[config.mk]
export PLATFORM = sky130hd
export DESIGN_NAME = wb_write_sequencer
export DESIGN_NICKNAME = d
export VERILOG_FILES = /design/src/rtl/wb_write_sequencer.sv
export SDC_FILE = /design/constraint.sdc
export NUM_CORES = 1
export LEC_CHECK = 0
export ABC_AREA = 1
export CAP_MARGIN = 25
export CORE_MARGIN = 5
export CORE_UTILIZATION = 40
export DETAILED_ROUTE_END_ITERATION = 10
export DONT_BUFFER_PORTS = 1
export GPL_ROUTABILITY_DRIVEN = 0
export PLACE_DENSITY = 0.51
export SLEW_MARGIN = 5
export SYNTH_ARGS = -nofsm -noshare
export SYNTH_HDL_FRONTEND = slang
export SYNTH_SLANG_ARGS = --single-unit
[constraint.sdc]
create_clock -name clk -period 5.9 [get_ports clk]
set_input_delay 0.295 -clock clk [delete_from_list [all_inputs] [get_ports clk]]
set_output_delay 0.295 -clock clk [all_outputs]
set_load 0.05 [all_outputs]
[src/rtl/wb_write_sequencer.sv]
// Writeback sequencer: queues up to two lane results per cycle in program
// order and drains one register-file write per cycle, with pending-write lookup.
//
// Ports:
//   clk, rst                     clock, synchronous active-high reset
//   l0_valid/l0_addr/l0_data     lane 0 result (older)
//   l1_valid/l1_addr/l1_data     lane 1 result (younger)
//   in_ready                     room for two results this cycle
//   we_o/wa_o/wd_o               register file write port (WE3/WA3/WD3)
//   q_addr1/q_addr2              decode lookup addresses
//   q_hit1/q_hit2                queued write pending for that address
//   q_data1/q_data2              data of youngest matching queued write
//   count                        occupied entries
module wb_write_sequencer #(
  parameter int DEPTH = 4,
  parameter int DW    = 32,
  parameter int AW    = 5
) (
  input  logic                     clk,
  input  logic                     rst,
  input  logic                     l0_valid,
  input  logic [AW-1:0]            l0_addr,
  input  logic [DW-1:0]            l0_data,
  input  logic                     l1_valid,
  input  logic [AW-1:0]            l1_addr,
  input  logic [DW-1:0]            l1_data,
  output logic                     in_ready,
  output logic                     we_o,
  output logic [AW-1:0]            wa_o,
  output logic [DW-1:0]            wd_o,
  input  logic [AW-1:0]            q_addr1,
  input  logic [AW-1:0]            q_addr2,
  output logic                     q_hit1,
  output logic                     q_hit2,
  output logic [DW-1:0]            q_data1,
  output logic [DW-1:0]            q_data2,
  output logic [$clog2(DEPTH):0]   count
);

  localparam int PW = $clog2(DEPTH);
  localparam int CW = PW + 1;

  logic [AW-1:0] addr_q [DEPTH];
  logic [DW-1:0] data_q [DEPTH];

  logic [PW-1:0] wr_ptr;
  logic [PW-1:0] rd_ptr;
  logic [CW-1:0] cnt;

  logic          acc0;
  logic          acc1;
  logic          pop;
  logic [CW-1:0] npush;
  logic [PW-1:0] slot1;

  // Readiness uses only the registered count; a same-cycle pop
  // does not make room early.
  assign in_ready = (CW'(DEPTH) - cnt) >= CW'(2);

  // Writes to x0 are architecturally void and never occupy a slot.
  assign acc0 = l0_valid && in_ready && (l0_addr != '0);
  assign acc1 = l1_valid && in_ready && (l1_addr != '0);

  assign npush = CW'(acc0) + CW'(acc1);
  assign pop   = (cnt != '0);

  // Lane 1 lands after lane 0 only when lane 0 actually took a slot.
  assign slot1 = wr_ptr + PW'(acc0);

  assign count = cnt;

  always_ff @(posedge clk) begin
    if (rst) begin
      wr_ptr <= '0;
      rd_ptr <= '0;
      cnt    <= '0;
    end else begin
      wr_ptr <= wr_ptr + PW'(npush);
      rd_ptr <= rd_ptr + PW'(pop);
      cnt    <= cnt + npush - CW'(pop);
    end
  end

  always_ff @(posedge clk) begin
    if (acc0) begin
      addr_q[wr_ptr] <= l0_addr;
      data_q[wr_ptr] <= l0_data;
    end
    if (acc1) begin
      addr_q[slot1] <= l1_addr;
      data_q[slot1] <= l1_data;
    end
  end

  // The register file always accepts, so the head is the write.
  always_comb begin
    we_o = pop;
    wa_o = '0;
    wd_o = '0;
    if (pop) begin
      wa_o = addr_q[rd_ptr];
      wd_o = data_q[rd_ptr];
    end
  end

  // Scan oldest to youngest; the last match seen is the youngest.
  always_comb begin
    logic [PW-1:0] idx;
    q_hit1  = 1'b0;
    q_hit2  = 1'b0;
    q_data1 = '0;
    q_data2 = '0;
    idx     = '0;
    for (int i = 0; i < DEPTH; i++) begin
      idx = rd_ptr + PW'(i);
      if (CW'(i) < cnt) begin
        if ((q_addr1 != '0) && (addr_q[idx] == q_addr1)) begin
          q_hit1  = 1'b1;
          q_data1 = data_q[idx];
        end
        if ((q_addr2 != '0) && (addr_q[idx] == q_addr2)) begin
          q_hit2  = 1'b1;
          q_data2 = data_q[idx];
        end
      end
    end
  end

endmodule

Word-level counts from Yosys, hierarchy flattened

Memories as Yosys holds them, arrays and structs flattened. A register that Yosys moved wholly into a read port is not among the register bits.
Index checks and enable logic that the tools add are counted.

Flip-flop bits (word level): 7
Bits in writable memories: 148
Bits of input ports: 88
Memories: 2

Add/subtract/negate cells: 10
Magnitude comparators: 5
Eq/ne operators: 8
Muxes and demuxes: 40
Reductions and logical operators: 17

Memories:

| memory | words | bits a word | read ports | clocked after Yosys merged registers in | write ports | RTL line | text |
|---|---|---|---|---|---|---|---|
| data_q | 4     | 32          | 4          | 1                                       | 2           | 44       | `logic [DW-1:0] data_q [DEPTH];` |
| addr_q | 4     | 5           | 4          | 1                                       | 2           | 43       | `logic [AW-1:0] addr_q [DEPTH];` |

Operators with widths:

| operator              | number |
|---|---|
| $mux W32              | 17 |
| $eq A5 B5 Y1          | 8 |
| $mux W1               | 20 |
| $reduce_bool A5 Y1    | 4 |
| $logic_and A1 B1 Y1   | 12 |
| $lt A1 B3 Y1 const A  | 2 |
| $lt A2 B3 Y1 const A  | 2 |
| $mux W5               | 1 |
| $add A2 B1 Y2         | 2 |
| $add A2 B2 Y2 const B | 2 |
| $mux W2               | 2 |
| $add A3 B2 Y3         | 1 |
| $ge A3 B2 Y1 const B  | 1 |
| $reduce_bool A3 Y1    | 1 |
| $sub A3 B1 Y3         | 1 |
| $sub A3 B3 Y3 const A | 1 |
| $add A1 B1 Y2         | 1 |
| $add A2 B1 Y2 const B | 1 |
| $add A2 B2 Y2         | 1 |

Depth between registers and ports, before layout

Depth in word-level cells: 10
Gate-level depth with buffers: 18
Mapped depth without buffers: 15

Least setup slack after synthesis

No wires, ideal clock.

Path type: reg2reg
Start point: register cnt[0] (netlist: count[0])
End point: memory addr_q[2][0] (enable)
Library setup time: 0.487 ns
Data arrival time: 4.666 ns
Path slack: 0.747 ns
Stages on the path, launching flop included: 7
Clock period less this slack: 5.153 ns
Path through: dfxtp_1 inv_1 ha_1 ha_1 nand2_1 nand3_1 o31ai_1

RTL lines:

| item                   | RTL line | text |
|---|---|---|
| start, declared        | 48       | `logic [CW-1:0] cnt;` |
| start signal, assigned | 80       | `cnt <= cnt + npush - CW'(pop);` |
| end, declared          | 43       |  |

Worst setup path after layout

Start point: register rd_ptr[0]
End point: output port q_data1[30]

Longest elaborated chain between the ends: 10
Elaborated cells between the ends (all ways): 17
Classes of those cells: 3 x add/sub; 3 x eq/ne; 6 x mux; 3 x reduce/logical; 2 x memory

RTL lines:

| item                   | RTL line | text |
|---|---|---|
| start, declared        | 47       | `logic [PW-1:0] rd_ptr;` |
| start signal, assigned | 79       | `rd_ptr <= rd_ptr + PW'(pop);` |
| $add A2 B1 Y2          | 115      | `idx = rd_ptr + PW'(i);` |
| $mem_v2 Z4 W5          | n/a      |  |
| $eq A5 B5 Y1           | 117      | `if ((q_addr1 != '0) && (addr_q[idx] == q_addr1)) begin` |
| $logic_and A1 B1 Y1    | 117      |  |
| $mux W32               | 117      |  |
| $mux W32               | 116      | `if (CW'(i) < cnt) begin` |
| $mux W32               | 117      |  |
| $mux W32               | 116      |  |
| $mux W32               | 117      |  |
| $mux W32 (*)           | 116      |  |
| end, declared          | 35       | `output logic [DW-1:0] q_data1,` |

Every way passes the cells marked *; elsewhere a longest branch is shown, timed or not.

==> run_results.csv <==
group,metric,value,unit
sta,worst_pin_slew,1.03,ns
worst_hold_path,hp-class,"in -> reg",
sta,rsz0062_at_grt,"no",
grt,grt_start_max_net_pins,110,
sta,hold_violations,0,
yosys,synth_cell_types,35,
die,core_area,0.0343,mm²
place,numPortBuffers,0,
run_status,outcome,"finished clean",
die,die_area,0.0382,mm²
critical_path,path_class,"reg -> out",
sta,relSlewSlack,31.0,%
sta,layout_min_cycle_time,4.77,ns
sta,setup_viol,0,
die,die_h,195,µm
drt,drt_iter0_drc,1082,
layout,final_util,42.6,%
yosys,synth_area_leaders,"edfxtp_1, nand2_1, o21ai_0",
sta,fmax,210,MHz
clocking,postCtsResizedCells,0,
critical_path,critPathArrivalTime,4.47,ns
yosys,synth_top_cell_area_share,32.3,%
grt,antenna_found_initial,1,
yosys,ys.flop_type,"edfxtp_1",
yosys,synth_seq_cells,155,
drt,drc,0,
drt,num_vias,14000,
sta,tns,0,ns
grt,first_global_vias,13000,
sta,finalMaxSlewViolations,0,
yosys,yosysSeqAreaShare,33.3,%
yosys,synthesis.nets,2358,
yosys,yosysWarningCount,0,
drt,detail-route-antenna-nets,0,
layout,nets,2252,
layout,syn_to_final_growth,6.07,%
critical_path,crit_required,5.61,ns
die,io-pin-count,196,
drt,wl_per_cell,19.0,µm
grt,globalRouteOverflowTotal,0,
layout,drive_gt1_share,4.52,%
clocking,clock-sinks,155,
yosys,syn_area,0.0138,mm²
yosys,syn_area_per_cell,6.09,µm²
die,fp.dieW,195,µm
grt,grt_pass1_wl,76700,µm
sta,period_share,80.8,%
clocking,cts_buffers,17,
grt,grtUsageTotal,25.5,%
drt,first_pass_iters,6,
clocking,cts_tree,"yes",
clocking,clockRootBuffer,"clkbuf_16",
yosys,synth_top_area_cell,"edfxtp_1",
yosys,syn-instance-count,2259,
critical_path,worstSetupStartpointType,"register",
die,core.rowCount,68,
run,cap_violations,0,
sta,finClkSkew,0.00973,ns
yosys,async_flop_share,0,%
clocking,postCtsSetupBuffers,0,
yosys,synth_edf_count,148,
critical_path,end_kind,"output port",
clocking,cts.path.max_buffers,2,
critical_path,worst-path-max-fanout,109,
place,dpl.hpwl,32700,µm
clocking,htree_levels,4,
clocking,clock_latency,0.43,ns
clocking,cts.clk_slew.worst_paths,0.07,ns
clocking,cts_hold_buf,1,
drt,totalWireLength,49700,µm
die,start_util,40.1,%
drt,vias_per_cell,5.35,
[area by class of cell]
class / instances / area (µm²)
Sequential cell: 155 / 4590
Fill cell: 3644 / 19700
Clock inverter: 14 / 123
Antenna cell: 1 / 2.50
Inverter: 210 / 793
Tap cell: 455 / 569
Multi-Input combinational cell: 1735 / 7770
Clock buffer: 18 / 429
Timing Repair Buffer: 34 / 318
[worst max-delay path: stages, from the launching register on]
cell	delay [ns]
dfxtp_4	0.76
buf_4	0.82
o21ai_0	0.24
o21ai_2	0.29
inv_2	0.06
nand2_1	0.06
nand2_1	0.05
nor2_1	0.10
nand2_1	0.10
nor2_4	0.56
buf_4	0.40
nand2_1	0.10
nand2_1	0.44
[Yosys cell counts, types with 3 or more instances]
library cell    n
a21oi_1         5
buf_1          13
buf_2          55
buf_4          24
clkbuf_1       65
dfxtp_1         7
edfxtp_1      148
ha_1           10
inv_1         206
inv_2           3
nand2_1       804
nand3_1       119
nand3_2         3
nand4_1        66
nor2_1        275
nor2_2          5
o21ai_0       336
o21ai_1        84
o21ai_2         3
xnor2_1         4
xor2_1          5
[cell families after synthesis]
group / share of synthesized area [%]
simple gates: 37.7
compound gates: 16.0
buf+inv: 11.4
flops: 33.3
fa+ha+maj: 1.05
xor+xnor: 0.573
[placed cells by master, fill, tap and decap left out, types with 4 or more instances in the layout]
master and count:
nor2_1 273, inv_1 206, o21ai_0 334, nand3_2 5
buf_4 30, nor2_4 7, a21oi_1 5, o21ai_1 84
nand3_4 4, dfxtp_1 5, nand3_1 113, ha_1 9
nand2_1 802, edfxtp_1 148, nand4_1 66, xnor2_1 4
clkinvlp_4 4, nand2_2 4, clkbuf_16 17, xor2_1 5
[layer usage]
metal	routed length [µm]	vias up	track usage [%]
li1	-	7091	-
met5	0	-	0
met2	22900	531	42.2
met1	21900	6317	34.0
met3	3840	76	5.18
met4	1080	0	7.24
[worst paths after layout]
check                        from                      to  slack [ns]  cells after the start
max          rd_ptr[0]$_SDFF_PP0_             q_data1[30]        1.13                     12
min                    l0_data[7]  data_q[2][7]$_DFFE_PP_        0.05                      2
max reg2reg   count[0]$_SDFF_PP0_  data_q[3][5]$_DFFE_PP_        1.37                     12
min reg2reg  wr_ptr[1]$_SDFF_PP0_    wr_ptr[1]$_SDFF_PP0_        0.71                      3
[through the flow]
stage | setup WS, ns | std cells | hold WS, ns | cell area (µm²)
finish | 1.13 | 2622 | 0.0545 | 14600
global route | 0.604 | 2622 | 0.0410 | 14600
CTS | 1.10 | 2618 | 0.0373 | 14500
detailed placement | 1.35 | 2585 | 0.363 | 13900
global placement | 1.42 | 2585 | 0.363 | 13900
floorplan | 0.747 | 2259 | 0.366 | 13800
[flip-flops by register name (all words and copies together), names as in the netlist]
| signal | count |
|---|---|
| wr_ptr | 2 |
| data_q | 128 |
| rd_ptr | 2 |
| count | 3 |
| addr_q | 20 |
Power is not shown: default switching activity piles up to over one toggle a cycle in this logic, so the estimate is an artifact.
